`src/rtl/pic_pkg.sv`:
```
// Shared types and constants for the host-side PIC interrupt-acknowledge logic.
package pic_pkg;

    localparam int VEC_W = 8;
    localparam int CNT_W = 4;

    localparam logic INTA_ASSERT   = 1'b0;
    localparam logic INTA_DEASSERT = 1'b1;

    typedef enum logic [2:0] {
        ST_IDLE,
        ST_P1_LOW,
        ST_GAP,
        ST_P2_LOW,
        ST_HOLD,
        ST_RECOVER
    } inta_state_t;

    function automatic logic inta_low(input inta_state_t s);
        return (s == ST_P1_LOW) || (s == ST_P2_LOW);
    endfunction

endpackage

```
`src/rtl/sync_2ff.sv`:
```
// Single-bit two-flop synchronizer for asynchronous PIC outputs; 2-cycle latency, no backpressure.
module sync_2ff (
    input  logic clk,
    input  logic reset,
    input  logic d,
    output logic q
);

    logic meta;

    always_ff @(posedge clk) begin
        if (reset) begin
            meta <= 1'b0;
            q    <= 1'b0;
        end else begin
            meta <= d;
            q    <= meta;
        end
    end

endmodule

```
`src/rtl/pic_inta_sequencer.sv`:
```
// Generates the two INTA pulses for an 8259-style PIC and hands the captured vector to the CPU.
// INTA falls 3 edges after INT; vec_valid holds (vector stable) until vec_ready.
module pic_inta_sequencer
    import pic_pkg::*;
#(
    parameter int PULSE_CYCLES = 2,
    parameter int GAP_CYCLES   = 2
) (
    input  logic             clk,
    input  logic             reset,
    input  logic             INT,
    input  logic             enable,
    input  logic [VEC_W-1:0] data_Bus,
    output logic             INTA,
    output logic             vec_valid,
    output logic [VEC_W-1:0] vec_data,
    input  logic             vec_ready,
    output logic             busy
);

    localparam logic [CNT_W-1:0] PULSE_LOAD = CNT_W'(PULSE_CYCLES - 1);
    localparam logic [CNT_W-1:0] GAP_LOAD   = CNT_W'(GAP_CYCLES - 1);
    localparam logic [CNT_W-1:0] CNT_ONE    = CNT_W'(1);

    inta_state_t      state;
    inta_state_t      state_next;
    logic [CNT_W-1:0] cnt;
    logic [CNT_W-1:0] cnt_next;
    logic             capture;
    logic             int_s;

    sync_2ff u_int_sync (
        .clk   (clk),
        .reset (reset),
        .d     (INT),
        .q     (int_s)
    );

    // Once started, a sequence always runs to completion: aborting would
    // leave the PIC waiting for its second pulse.
    always_comb begin
        state_next = state;
        cnt_next   = cnt;
        capture    = 1'b0;
        case (state)
            ST_IDLE: begin
                if (int_s && enable) begin
                    state_next = ST_P1_LOW;
                    cnt_next   = PULSE_LOAD;
                end
            end
            ST_P1_LOW: begin
                if (cnt == '0) begin
                    state_next = ST_GAP;
                    cnt_next   = GAP_LOAD;
                end else begin
                    cnt_next = cnt - CNT_ONE;
                end
            end
            ST_GAP: begin
                if (cnt == '0) begin
                    state_next = ST_P2_LOW;
                    cnt_next   = PULSE_LOAD;
                end else begin
                    cnt_next = cnt - CNT_ONE;
                end
            end
            ST_P2_LOW: begin
                if (cnt == '0) begin
                    state_next = ST_HOLD;
                    capture    = 1'b1;
                end else begin
                    cnt_next = cnt - CNT_ONE;
                end
            end
            ST_HOLD: begin
                if (vec_ready) begin
                    state_next = ST_RECOVER;
                    cnt_next   = GAP_LOAD;
                end
            end
            ST_RECOVER: begin
                if (cnt == '0) begin
                    state_next = ST_IDLE;
                end else begin
                    cnt_next = cnt - CNT_ONE;
                end
            end
            default: begin
                state_next = ST_IDLE;
                cnt_next   = '0;
            end
        endcase
    end

    // INTA and vec_valid are decoded from the next state so both are true flops.
    always_ff @(posedge clk) begin
        if (reset) begin
            state     <= ST_IDLE;
            cnt       <= '0;
            INTA      <= INTA_DEASSERT;
            vec_valid <= 1'b0;
            vec_data  <= '0;
        end else begin
            state     <= state_next;
            cnt       <= cnt_next;
            INTA      <= inta_low(state_next) ? INTA_ASSERT : INTA_DEASSERT;
            vec_valid <= (state_next == ST_HOLD);
            if (capture) begin
                vec_data <= data_Bus;
            end
        end
    end

    assign busy = (state != ST_IDLE);

endmodule

```
`config.mk`:
```
export PLATFORM = sky130hd
export DESIGN_NAME = pic_inta_sequencer
export DESIGN_NICKNAME = d
export VERILOG_FILES = /design/src/rtl/pic_pkg.sv /design/src/rtl/sync_2ff.sv /design/src/rtl/pic_inta_sequencer.sv
export SDC_FILE = /design/constraint.sdc
export NUM_CORES = 1
export LEC_CHECK = 0
export CORE_UTILIZATION = 47
export DETAILED_ROUTE_END_ITERATION = 10
export PLACE_DENSITY = 0.83
export SLEW_MARGIN = 20
export SYNTH_ARGS = -nofsm -noshare
export SYNTH_HDL_FRONTEND = slang
export SYNTH_HIERARCHICAL = 1
export SYNTH_SLANG_ARGS = --single-unit
```
`constraint.sdc`:
```
create_clock -name clk -period 2.7 [get_ports clk]
set_clock_uncertainty 0.15 [all_clocks]
set_input_delay 0.405 -clock clk [delete_from_list [all_inputs] [get_ports clk]]
set_output_delay 0.405 -clock clk [all_outputs]
set_load 0.05 [all_outputs]
```
## After elaboration in Yosys (flattened, before gate mapping)

Index checks and enable logic that the tools add are counted.
Widths: inputs -> output; s select.

- Register bits: 19
- Bits of input ports: 13
- Word-level logic and storage cells: 42

- Add/subtract/negate cells: 1
- Eq/ne operators: 11
- Muxes and demuxes: 15
- Reduce and logical (&&, ||, !) cells: 8

Operators by type and width:

| operator | count |
|---|---|
| $mux 3 | 6 |
| $pmux 3 s6 | 1 |
| $mux 4 | 4 |
| $pmux 4 s4 | 1 |
| $eq 3x2->1 const B | 3 |
| $eq 3x3->1 const B | 3 |
| $eq 3x1->1 const B | 2 |
| $ne 2x2->1 const B | 3 |
| $logic_not 4->1 | 1 |
| $reduce_or 2->1 | 2 |
| $sub 4x1->4 const B | 1 |
| $logic_not 3->1 | 1 |
| $mux 1 | 3 |
| $reduce_and 3->1 | 1 |
| $reduce_bool 3->1 | 1 |
| $logic_and 1x1->1 | 1 |
| $logic_or 1x1->1 | 1 |

## Depth between registers and ports, before layout

- Word-level depth: 6
- Mapped depth: 7
- Gate-level depth less buffers: 7

## Cells and area by module

Netlist, hierarchy kept.

By module, submodules not included:

| module | instances | cells each | area each (sq um) |
|---|---|---|---|
| pic_inta_sequencer | 1 | 100 | 867.1 |
| sync_2ff | 1 | 4 | 52.6 |

## Worst setup path before layout

OpenSTA, ideal clock, no wires.

- Kind: flip-flop to flip-flop
- Start: register cnt[0]
- End: register cnt[2]
- Setup time: 0.074 ns
- Arrival: 1.698 ns
- Data required time: 2.476 ns
- Path slack: 0.778 ns
- Stages on the path, launching flop included: 8
- Path buffers: 0
- Clock period less this slack: 1.922 ns
- Cell sequence: dfxtp_1 > inv_1 > ha_1 > and4bb_4 > nor2_4 > o311ai_4 > or4b_1 > a31oi_1

- Cells in the longest elaborated chain, start to end: 3
- Elaborated cells between the ends (all ways): 7
- Those cells by class: add/sub: 1; eq/ne: 1; mux: 3; reduce/logical: 2

Ends and longest elaborated chain:

| what | RTL line | source |
|---|---|---|
| start, declared | pic_inta_sequencer.sv:27 | `logic [CNT_W-1:0] cnt;` |
| start signal, assigned | pic_inta_sequencer.sv:106 | `cnt <= cnt_next;` |
| $sub 4x1->4 / $logic_not 4->1 (equally long branches) | -- |  |
| $mux 4, or another cell as far along | pic_inta_sequencer.sv:69, pic_inta_sequencer.sv:83 |  |
| $pmux 4 s4 / $reduce_and 3->1 (equally long branches) | -- |  |

Several ways; a longest one is shown, not always the timed one. The select of a mux whose other input is x is not followed.
A chain may end at the register's enable or synchronous reset.

## Worst setup path in the final report

- Start: register state[1]
- End: output port busy

- Cells in the longest elaborated chain, start to end: 1

Ends and longest elaborated chain:

| what | RTL line | source |
|---|---|---|
| start, declared | pic_inta_sequencer.sv:25 | `inta_state_t state;` |
| start signal, assigned | pic_inta_sequencer.sv:105 | `state <= state_next;` |
| $reduce_bool 3->1 | pic_inta_sequencer.sv:115 | `assign busy = (state != ST_IDLE);` |
| end, declared | pic_inta_sequencer.sv:18 | `output logic busy` |

No other way between the ends.

==> impl_table.tex <==
\begin{tabular}{lr}
\hline
Metric & Value \\
\hline
\multicolumn{2}{l}{\textbf{Run status}} \\
\quad Outcome & finished clean \\
\multicolumn{2}{l}{\textbf{Setup path}} \\
\quad Reg2reg end & cnt[2]\$\_SDFFE\_PP0P\_ \\
\quad Worst Setup Start Kind & register \\
\quad Required time of the critical path & 2140 ps \\
\quad Delay of the slowest cell on the worst path & 790 ps \\
\quad Reg2reg path depth & 5 \\
\quad Largest fanout on the critical path & 13 \\
\quad Arrival @ worst endpoint & 1990 ps \\
\quad Crit path max-delay cell type & sky130\_fd\_sc\_hd\_\_clkdlybuf4s50\_1 \\
\quad Launch instance of the worst register-to-register path & state[1]\$\_SDFF\_PP0\_ \\
\quad Register-to-register path setup slack & 580 ps \\
\quad Sort of element at the end of the critical path & output pin \\
\quad Cell class contributing the biggest share of worst-path delay & buffers and inverters \\
\quad Total buffers and inverters traversed by the critical path & 1 \\
\quad Critical path cell sequence & nor2\_1, nand2\_1, clkdlybuf4s50\_1 \\
\quad Kind of critical path & reg2out \\
\multicolumn{2}{l}{\textbf{Yosys}} \\
\quad Cell area after technology mapping & 920 um2 \\
\quad Async set or reset register ratio after synthesis & 0\% \\
\quad Syn Nets & 119 \\
\quad Most common flop cell mapped by yosys & sky130\_fd\_sc\_hd\_\_dfxtp\_1 \\
\quad Sequential cell area fraction in the yosys report & 41.4\% \\
\quad Number of enable flip-flop cells after synthesis & 0 \\
\quad Number of warnings reported in the yosys synthesis log & 6 \\
\quad Number of cells produced by synthesis & 104 \\
\quad Mean instance size in the synthesized netlist & 8.84 um2 \\
\quad Register bit count reported by yosys & 19 \\
\quad Distinct cells, synth & 35 \\
\multicolumn{2}{l}{\textbf{STA}} \\
\quad Worst Tran Pin Value & 711 ps \\
\quad Crit path setup slack, layout & 157 ps \\
\quad Final Setup Violations & 0 \\
\quad Slew headroom & 52.4\% \\
\quad Slew Limit Fails & 0 \\
\quad Crit share post-route & 94.2\% \\
\quad Final-layout setup total negative slack & 0 ps \\
\quad Achievable Freq & 0.393 GHz \\
\quad Setup repair after global routing missed its margin & no \\
\quad Hold Vio Cnt, Final & 0 \\
\quad Min Clock Period, post-route & 2540 ps \\
\quad Final worst hold slack & 308 ps \\
\multicolumn{2}{l}{\textbf{Detailed routing}} \\
\quad WL/cell & 11.8 um \\
\quad Vias after detailed routing & 787 \\
\quad Total Wirelength & 1.78 mm \\
\quad Number of DRC markers in iteration 0 & 13 \\
\quad Post-route ant nets & 0 \\
\quad Vias per cell & 5.21 \\
\quad Detailed-routing iteration count for the pre-antenna-repair pass & 4 \\
\quad Drc violations & 0 \\
\multicolumn{2}{l}{\textbf{Worst hold path}} \\
\quad Sink of the worst hold path & u\_int\_sync/q\$\_SDFF\_PP0\_ \\
\quad Hold\_sp & u\_int\_sync/meta\$\_SDFF\_PP0\_ \\
\quad Hold WC Path Type & reg2reg \\
\quad Instance count along the most critical hold path & 1 \\
\multicolumn{2}{l}{\textbf{Global route}} \\
\quad Via count of the first global-routing pass & 735 \\
\quad Initial antenna violation count & 0 \\
\quad Pin count of the biggest net entering global routing & 22 \\
\quad GRT Resource Usage Total & 19.6\% \\
\quad Global-route wire length before repair & 2.96 mm \\
\quad Leftover overflow at the end of global routing & 0 \\
\multicolumn{2}{l}{\textbf{Layout}} \\
\quad Area Overhead vs Synth & 28.3\% \\
\quad Post-route non-filler standard cell count & 151 \\
\quad Antenna diodes & 0 \\
\quad Most frequent cells in the layout & sky130\_fd\_sc\_hd\_\_clkdlybuf4s50\_1 (23), sky130\_fd\_sc\_hd\_\_dfxtp\_1 (19), sky130\_fd\_sc\_hd\_\_nor2\_1 (15) \\
\quad Number of fill cells & 147 \\
\quad Most common cell after layout, fill and taps aside & sky130\_fd\_sc\_hd\_\_clkdlybuf4s50\_1 \\
\quad Net total in the final layout & 142 \\
\quad Fraction of layout instances using a drive strength above 1 & 8.73\% \\
\multicolumn{2}{l}{\textbf{Place}} \\
\quad Worst slack after detailed placement & 515 ps \\
\quad Number of buffers added on ports & 23 \\
\quad GP Congestion & 0.847 \\
\quad HPWL reported at the end of detailed placement & 1.31 mm \\
\quad Post-Place Cells & 147 \\
\multicolumn{2}{l}{\textbf{Clocking}} \\
\quad Number of hold buffers added after CTS & 0 \\
\quad Max Root-Sink Buffers & 2 \\
\quad CTS buffer count & 3 \\
\quad Clock-pin slew on the worst setup and hold paths & 100 ps \\
\quad CTS tree & built \\
\quad Cell chosen for the clock root & sky130\_fd\_sc\_hd\_\_clkbuf\_4 \\
\quad Post-CTS setup-driven buffer insertion count & 0 \\
\quad \# H-tree levels & 1 \\
\quad Number of gates resized after cts & 0 \\
\quad Source-to-sink clock delay at the later pin of the worst-skew pair & 300 ps \\
\quad \# clock sinks & 19 \\
\multicolumn{2}{l}{\textbf{Power and ir drop}} \\
\quad Final Power & 822 uW \\
\quad Power per Cell Area & 697 nW/um2 \\
\quad Total leakage power & 0.000483 uW \\
\quad Peak supply drop & 0.416 mV \\
\multicolumn{2}{l}{\textbf{Floorplanning}} \\
\quad Starting density of the core & 51.6\% \\
\quad Die Ht & 46.2 um \\
\quad I/O pin count & 24 \\
\quad Cell Rows & 15 \\
\quad Chip Width & 46.2 um \\
\quad Overall die area & 2140 um2 \\
\quad Core Region & 1780 um2 \\
\multicolumn{2}{l}{\textbf{Flow run}} \\
\quad Max-capacitance violation count & 0 \\
\hline
\end{tabular}
worst max-delay path by stage:
stage,from,slack (ps),depth (start not counted),to
global placement,state[1]$_SDFF_PP0_,540,3,busy
floorplan,cnt[0]$_SDFFE_PP0P_,780,7,cnt[2]$_SDFFE_PP0P_
global route,state[1]$_SDFF_PP0_,60,3,busy
detailed placement,state[1]$_SDFF_PP0_,510,3,busy
CTS,state[1]$_SDFF_PP0_,160,3,busy
finish,state[1]$_SDFF_PP0_,160,3,busy
synthesized netlist by cell type, drive strengths merged, types with 2 or more instances:
library cell | count | area [um2]
buf | 4 | 28.8
or3 | 2 | 12.5
nand3 | 2 | 15.0
dfxtp | 19 | 380
o21ai | 6 | 30.0
or3b | 2 | 17.5
nor3 | 3 | 15.0
clkbuf | 2 | 7.51
a21oi | 6 | 30.0
or2 | 2 | 12.5
nor2b | 2 | 12.5
ha | 2 | 25.0
nor2 | 16 | 67.6
nand2 | 13 | 48.8
mux2i | 8 | 80.1
inv | 3 | 11.3
worst reg2reg max path, stage by stage (launching register included):
cell,delay (ps)
sky130_fd_sc_hd__dfxtp_1,630
sky130_fd_sc_hd__nor2_1,160
sky130_fd_sc_hd__a21o_1,200
sky130_fd_sc_hd__or2_1,270
sky130_fd_sc_hd__or4b_1,470
sky130_fd_sc_hd__a31oi_1,160
layout make-up:
cell class	count	area (um2)	area share [%]
Tap cell	25	31.3	2.65
Inverter	3	11.3	0.954
Clock inverter	1	5.00	0.424
Clock buffer	3	22.5	1.91
Timing Repair Buffer	24	238	20.1
Sequential cell	19	380	32.2
Multi-Input combinational cell	76	492	41.7
state kept, by name (all words and copies together), names as in the netlist:
name             count
INTA                 1
cnt                  4
state                3
u_int_sync/meta      1
u_int_sync/q         1
vec_data             8
vec_valid            1
per-stage QoR:
| stage | area, um2 | util (%) |
|---|---|---|
| finish | 1180 | 66.2 |
| floorplan | 920 | - |
| global placement | 1150 | 64.6 |
| CTS | 1180 | 66.2 |
| global route | 1180 | 66.2 |
| detailed placement | 1150 | 64.6 |
cell families (layout without fill, tap and decap cells):
logic type               after synthesis  after routing  synth area share [%]
AND/OR/NAND/NOR                       48             48                  28.2
flip-flops                            19             19                  41.4
AO/OA/AOI/OAI                         17             17                  12.9
buffers and inverters                  9             31                  5.17
multiplexers                           8              8                  8.71
adder cells (fa/ha/maj)                2              2                  2.72
XOR/XNOR                               1              1                 0.953
report_power, final:
group          switching [uW]  total (uW)  internal (uW)  leakage [uW]
registers                40.0         346            306      0.000154
logic                     191         332            141      0.000311
clock network            88.5         144           55.3     0.0000177
total                     319         822            503      0.000483
routing by layer:
layer	track usage, %	vias up	part of all wire [%]
li1	-	403	-
met1	22.9	366	45
met2	33.0	16	49
met3	7.84	2	4.4
met4	5.29	0	1.1
met5	0	-	0
Note: power is estimated with default switching activity, not from simulation.
